[config.mk]
export PLATFORM = sky130hd
export DESIGN_NAME = cdb_arbiter_flat
export DESIGN_NICKNAME = d
export VERILOG_FILES = /design/src/rtl/cdb_arbiter_if.sv /design/src/rtl/cdb_arbiter.sv /design/src/flat_wrapper.sv
export SDC_FILE = /design/constraint.sdc
export NUM_CORES = 1
export LEC_CHECK = 0
export ABC_AREA = 1
export BUFFER_PORTS_ARGS = -buffer_cell sky130_fd_sc_hd__buf_4
export CORE_UTILIZATION = 39
export CTS_BUF_LIST = sky130_fd_sc_hd__clkbuf_4
export DETAILED_ROUTE_END_ITERATION = 10
export GPL_ROUTABILITY_DRIVEN = 1
export GPL_TIMING_DRIVEN = 0
export PLACE_DENSITY_LB_ADDON = 0.12
export SYNTH_ARGS = -nofsm -noshare
export SYNTH_HDL_FRONTEND = slang
export SYNTH_SLANG_ARGS = --single-unit
[constraint.sdc]
create_clock -name clk -period 8.2 [get_ports clk]
set_input_delay 2.46 -clock clk [delete_from_list [all_inputs] [get_ports clk]]
set_output_delay 2.46 -clock clk [all_outputs]
set_load 0.02 [all_outputs]
[src/rtl/cdb_arbiter_if.sv]
// Bundle of the two producer handshakes (ALU, LSB) and the registered CDB broadcast.
// The slave modport is the arbiter; the master modport is whatever drives the producers.
interface cdb_arbiter_if;
   logic        alu_valid;
   logic        alu_ready;
   logic [31:0] alu_res;
   logic [4:0]  alu_rob_id;
   logic        alu_jump_choice;
   logic [31:0] alu_pc;

   logic        lsb_valid;
   logic        lsb_ready;
   logic [31:0] lsb_res;
   logic [4:0]  lsb_rob_id;

   logic        cdb_valid;
   logic [31:0] cdb_res;
   logic [4:0]  cdb_rob_id;
   logic        cdb_jump_choice;
   logic [31:0] cdb_pc;
   logic        cdb_src;

   modport slave (
      input  alu_valid, alu_res, alu_rob_id, alu_jump_choice, alu_pc,
      input  lsb_valid, lsb_res, lsb_rob_id,
      output alu_ready, lsb_ready,
      output cdb_valid, cdb_res, cdb_rob_id, cdb_jump_choice, cdb_pc, cdb_src
   );

   modport master (
      output alu_valid, alu_res, alu_rob_id, alu_jump_choice, alu_pc,
      output lsb_valid, lsb_res, lsb_rob_id,
      input  alu_ready, lsb_ready,
      input  cdb_valid, cdb_res, cdb_rob_id, cdb_jump_choice, cdb_pc, cdb_src
   );
endinterface

[src/rtl/cdb_arbiter.sv]
// Common data bus arbiter: one FIFO per producer (ALU, LSB), one registered broadcast per cycle.
// Define CDB_LSB_PRIORITY_EN for fixed LSB priority; default is round-robin.
module cdb_arbiter #(
   parameter int DEPTH = 4
) (
   input  logic         clk,
   input  logic         rst,
   input  logic         rdy,
   input  logic         flush,
   cdb_arbiter_if.slave bus
);
   localparam int AW = $clog2(DEPTH);
   localparam int CW = AW + 1;
   localparam logic [CW-1:0] FULL = CW'(DEPTH);

   typedef struct packed {
      logic [31:0] res;
      logic [4:0]  rob_id;
      logic        jump_choice;
      logic [31:0] pc;
   } entry_t;

   entry_t          alu_mem [DEPTH];
   entry_t          lsb_mem [DEPTH];
   logic [AW-1:0]   alu_rd, alu_wr, lsb_rd, lsb_wr;
   logic [CW-1:0]   alu_cnt, lsb_cnt;
`ifndef CDB_LSB_PRIORITY_EN
   logic            last_grant;  // 1 = LSB won the last grant
`endif

   logic   alu_push, lsb_push, alu_pop, lsb_pop;
   logic   alu_ne, lsb_ne, any_grant, grant_lsb;
   entry_t head;

   // Handshake: a producer's entry is taken at the edge where valid && ready;
   // ready depends only on registered count (no credit for a same-edge pop),
   // so a refused entry is simply dropped and the producer must present it again.
   assign bus.alu_ready = rdy && !flush && (alu_cnt < FULL);
   assign bus.lsb_ready = rdy && !flush && (lsb_cnt < FULL);

   always_comb begin
      alu_push  = bus.alu_valid && bus.alu_ready;
      lsb_push  = bus.lsb_valid && bus.lsb_ready;
      alu_ne    = (alu_cnt != '0);
      lsb_ne    = (lsb_cnt != '0);
      any_grant = alu_ne || lsb_ne;
`ifdef CDB_LSB_PRIORITY_EN
      grant_lsb = lsb_ne;
`else
      grant_lsb = lsb_ne && (!alu_ne || !last_grant);
`endif
      alu_pop   = any_grant && !grant_lsb;
      lsb_pop   = grant_lsb;
      head      = grant_lsb ? lsb_mem[lsb_rd] : alu_mem[alu_rd];
   end

   // Storage has no reset; occupancy is tracked entirely by pointers and counts.
   always_ff @(posedge clk) begin
      if (!rst && alu_push) begin
         alu_mem[alu_wr] <= '{res: bus.alu_res, rob_id: bus.alu_rob_id,
                              jump_choice: bus.alu_jump_choice, pc: bus.alu_pc};
      end
      if (!rst && lsb_push) begin
         lsb_mem[lsb_wr] <= '{res: bus.lsb_res, rob_id: bus.lsb_rob_id,
                              jump_choice: 1'b0, pc: 32'h0};
      end
   end

   always_ff @(posedge clk) begin
      if (rst) begin
         alu_rd              <= '0;
         alu_wr              <= '0;
         alu_cnt             <= '0;
         lsb_rd              <= '0;
         lsb_wr              <= '0;
         lsb_cnt             <= '0;
`ifndef CDB_LSB_PRIORITY_EN
         last_grant          <= 1'b1;
`endif
         bus.cdb_valid       <= 1'b0;
         bus.cdb_res         <= '0;
         bus.cdb_rob_id      <= '0;
         bus.cdb_jump_choice <= 1'b0;
         bus.cdb_pc          <= '0;
         bus.cdb_src         <= 1'b0;
      end else if (flush) begin
         alu_rd        <= '0;
         alu_wr        <= '0;
         alu_cnt       <= '0;
         lsb_rd        <= '0;
         lsb_wr        <= '0;
         lsb_cnt       <= '0;
         bus.cdb_valid <= 1'b0;
      end else if (rdy) begin
         if (alu_push) alu_wr <= alu_wr + 1'b1;
         if (lsb_push) lsb_wr <= lsb_wr + 1'b1;
         if (alu_pop)  alu_rd <= alu_rd + 1'b1;
         if (lsb_pop)  lsb_rd <= lsb_rd + 1'b1;
         alu_cnt <= alu_cnt + CW'(alu_push) - CW'(alu_pop);
         lsb_cnt <= lsb_cnt + CW'(lsb_push) - CW'(lsb_pop);
         bus.cdb_valid <= any_grant;
         if (any_grant) begin
            bus.cdb_res         <= head.res;
            bus.cdb_rob_id      <= head.rob_id;
            bus.cdb_jump_choice <= head.jump_choice;
            bus.cdb_pc          <= head.pc;
            bus.cdb_src         <= grant_lsb;
`ifndef CDB_LSB_PRIORITY_EN
            last_grant          <= grant_lsb;
`endif
         end
      end
   end
endmodule

[src/flat_wrapper.sv]
// flat-port wrapper written by rule: the top's interface ports become plain ports
module cdb_arbiter_flat 
#(
   parameter int DEPTH = 4
)
  (clk, rst, rdy, flush, bus_alu_valid, bus_alu_res, bus_alu_rob_id, bus_alu_jump_choice, bus_alu_pc, bus_lsb_valid, bus_lsb_res, bus_lsb_rob_id, bus_alu_ready, bus_lsb_ready, bus_cdb_valid, bus_cdb_res, bus_cdb_rob_id, bus_cdb_jump_choice, bus_cdb_pc, bus_cdb_src);
  cdb_arbiter_if bus_i ();
  input  logic clk;
  input  logic rst;
  input  logic rdy;
  input  logic flush;
  input wire logic [$bits(bus_i.alu_valid)-1:0] bus_alu_valid;
  input wire logic [$bits(bus_i.alu_res)-1:0] bus_alu_res;
  input wire logic [$bits(bus_i.alu_rob_id)-1:0] bus_alu_rob_id;
  input wire logic [$bits(bus_i.alu_jump_choice)-1:0] bus_alu_jump_choice;
  input wire logic [$bits(bus_i.alu_pc)-1:0] bus_alu_pc;
  input wire logic [$bits(bus_i.lsb_valid)-1:0] bus_lsb_valid;
  input wire logic [$bits(bus_i.lsb_res)-1:0] bus_lsb_res;
  input wire logic [$bits(bus_i.lsb_rob_id)-1:0] bus_lsb_rob_id;
  output wire logic [$bits(bus_i.alu_ready)-1:0] bus_alu_ready;
  output wire logic [$bits(bus_i.lsb_ready)-1:0] bus_lsb_ready;
  output wire logic [$bits(bus_i.cdb_valid)-1:0] bus_cdb_valid;
  output wire logic [$bits(bus_i.cdb_res)-1:0] bus_cdb_res;
  output wire logic [$bits(bus_i.cdb_rob_id)-1:0] bus_cdb_rob_id;
  output wire logic [$bits(bus_i.cdb_jump_choice)-1:0] bus_cdb_jump_choice;
  output wire logic [$bits(bus_i.cdb_pc)-1:0] bus_cdb_pc;
  output wire logic [$bits(bus_i.cdb_src)-1:0] bus_cdb_src;
  assign bus_i.alu_valid = bus_alu_valid;
  assign bus_i.alu_res = bus_alu_res;
  assign bus_i.alu_rob_id = bus_alu_rob_id;
  assign bus_i.alu_jump_choice = bus_alu_jump_choice;
  assign bus_i.alu_pc = bus_alu_pc;
  assign bus_i.lsb_valid = bus_lsb_valid;
  assign bus_i.lsb_res = bus_lsb_res;
  assign bus_i.lsb_rob_id = bus_lsb_rob_id;
  assign bus_alu_ready = bus_i.alu_ready;
  assign bus_lsb_ready = bus_i.lsb_ready;
  assign bus_cdb_valid = bus_i.cdb_valid;
  assign bus_cdb_res = bus_i.cdb_res;
  assign bus_cdb_rob_id = bus_i.cdb_rob_id;
  assign bus_cdb_jump_choice = bus_i.cdb_jump_choice;
  assign bus_cdb_pc = bus_i.cdb_pc;
  assign bus_cdb_src = bus_i.cdb_src;
  cdb_arbiter #(.DEPTH(DEPTH)) u_core (.clk(clk), .rst(rst), .rdy(rdy), .flush(flush), .bus(bus_i));
endmodule
==> out/metrics.csv <==
metric,value,unit
clock_tree.root_cell,clkbuf_4,
yosys_most_used_dff,edfxtp_1,
critPathKind,in -> out,
fmax,172.9,MHz
route.detailed.wl_per_inst,16.66,µm
port_buffers,185,
grt_max_degree,27,
place_area,24570,µm²
cts_buffers,142,
num_vias,15500,
endpoint_kind,primary output,
hold_class,reg -> reg,
p_seq_share,50.8,%
layout-drive-gt1-share,21.41,%
firstDrtPassIters,5,
setup_slack,2.415,ns
final_area,26500,µm²
status,finished clean,
ys_ff_latch,519,
async_flop_share,0,%
path_clk_slew,0.05,ns
period_share,70.55,%
finalSetupViolations,0,
htreeDepth,4,
syn-num-nets,2317,
cts_resized,0,
clk_path_buf_depth,3,
yosysTopAreaCell,edfxtp_1,
cap_viol_max_count,0,
cp.required,5.74,ns
powerDensity,215.6,nW/µm²
crit_fanout,8,
slew_violations,0,
die_h,238.6,µm
grt_pass1_wl,86180,µm
rsz0062_at_grt,no,
yosysMostFrequentCell,nand2_1,
grtUsageTotal,20.40,%
cp.arrival,3.33,ns
coreArea,55200,µm²
syn_to_final_growth,21.34,%
synth_top_area_share,58.85,%
p_total,5714,µW
clock_power_share,42.7,%
hold_buffers,0,
final_antenna_net_count,0,
seq_area_frac_synth,67.19,%
place_congestion,0.8357,
pwr-share-comb,6.5,%
nets,2662,
switching_share,23.21,%
cts_tree,built,
power.leakage,0.01176,µW
netlist_area,21840,µm²
holdWs,0.4647,ns
syn-instance-count,2190,
worst_slew_pin_slew,1.024,ns
period_needed,5.785,ns
timing.final.hold_violations,0,
synth_warnings,0,
yosysUniqueCellTypes,30,
synth.top_cells.by_count,"nand2_1 (724), edfxtp_1 (428), inv_1 (390)",
dieArea,56950,µm²
p_int,4388,µW
synth.area.top_cells,"edfxtp_1 (59%), nand2_1 (12%), dfxtp_1 (8.3%), inv_1 (6.7%), nand3_1 (5.7%)",
drc_errors,0,
synth_area_per_cell,9.972,µm²
place_ws,2.421,ns
initial_core_util,39.56,%
grt_antenna_before_repair,7,
drtIter0Drc,760,
post-dp-hpwl,38500,µm
vias_per_cell,4.561,
ir_worst_vdd,0.1022,mV
rows,86,
grt_pass1_vias,15430,
start_kind,input pin,
clock_sinks,519,
post-route-util,48.01,%
synth_edf_count,428,
wl,56610,µm
fp.dieW,238.6,µm
clock_skew,0.05939,ns
boundaryPins,187,
insertion_delay,0.96,ns
grt_overflow_total,0,
switchingPower,1326,µW
cts_setup_buffers,0,
relSlewSlack,31.75,%
cell families after synthesis:
group                    share of synthesized area, %
buffers and inverters                           9.407
XOR/XNOR                                      0.08022
adder cells (fa/ha/maj)                        0.8708
AO/OA/AOI/OAI                                   2.412
AND/OR/NAND/NOR                                 20.04
flip-flops                                      67.19
final timing paths:
| kind | startpoint | end | cells after the start | slack (ns) |
|---|---|---|---|---|
| max | rdy | bus_alu_ready | 6 | 2.41 |
| min | u_core.bus.cdb_pc[10]$_SDFFE_PP0P_ | u_core.bus.cdb_pc[10]$_SDFFE_PP0P_ | 2 | 0.46 |
| max reg2reg | u_core.alu_cnt[2]$_SDFFE_PP0P_ | u_core.lsb_cnt[2]$_SDFFE_PP0P_ | 14 | 5.62 |
| min reg2reg | u_core.bus.cdb_pc[10]$_SDFFE_PP0P_ | u_core.bus.cdb_pc[10]$_SDFFE_PP0P_ | 2 | 0.46 |
cell type report:
type                       count  area, µm²
sequential                   519      14670
fill                        5228      28700
timing repair buffer         201       1732
antenna                        3      7.507
clock buffer                 232       1742
multi-input combinational   1164       5171
inverter                     403       1515
clock inverter                25      183.9
buffer                       104      539.3
tap                          748      935.9
registers in the layout (all words and copies together), names as in the netlist, named ones only:
signal,cells
u_core.bus.cdb_src,1
u_core.lsb_rd,2
u_core.alu_rd,2
u_core.alu_wr,2
u_core.alu_mem,280
u_core.bus.cdb_rob_id,5
u_core.bus.cdb_pc,32
u_core.lsb_wr,2
u_core.bus.cdb_valid,1
u_core.bus.cdb_jump_choice,1
u_core.lsb_cnt,3
u_core.alu_cnt,3
u_core.lsb_mem,148
u_core.bus.cdb_res,32
u_core.last_grant,1
critical path: stages:
cell	delay, ns
buf_4	0.14
inv_4	0.07
nor2_8	0.20
inv_2	0.13
nor2_2	0.15
buf_4	0.16
per-layer routing:
metal  GRT usage, %  vias to the layer above  share of wire, %
met4          8.217                        8               2.5
met1          25.50                     7236                43
li1               -                     7737                 -
met2          32.96                      416                48
met3          6.132                      105               6.5
met5              0                        -             0.087
cell usage in the layout (no fill, tap or decap), types with 2 or more instances in the layout:
cell type  count
o21ai_0       18
diode_2        3
inv_1        390
buf_1         14
nand3_1      248
or2_2         31
dfxtp_1       91
fa_1           2
buf_12        13
clkbuf_4     232
nor2_8         2
clkinv_2       2
clkbuf_1      31
xor2_1         2
buf_6          4
nand3_2        2
nand2_1      724
ha_1          12
nor2_2         4
nor2_4         8
buf_2         35
buf_16         3
edfxtp_1     428
clkinv_1      12
buf_4        205
a21oi_1       81
nor2_1        23
inv_2         18
bufinv_16      3
metrics by stage:
step | instances | TNS, ns
floorplan | 2190 | 0
global placement | 3123 | -468.77
detailed placement | 3139 | 0
CTS | 3396 | 0
global route | 3399 | 0
finish | 3399 | 0
power by group through the flow:
| stage | Combinational (µW) | Clock [µW] | Sequential [µW] |
|---|---|---|---|
| after floorplan | 173 | 0 | 2980 |
| after global placement | 362 | 0 | 2960 |
| after detailed placement | 373 | 0 | 2960 |
| after CTS | 374 | 2520 | 2900 |
| after global routing | 409 | 2660 | 2900 |
| final | 370 | 2440 | 2900 |
(Power assumes the default switching activity.)
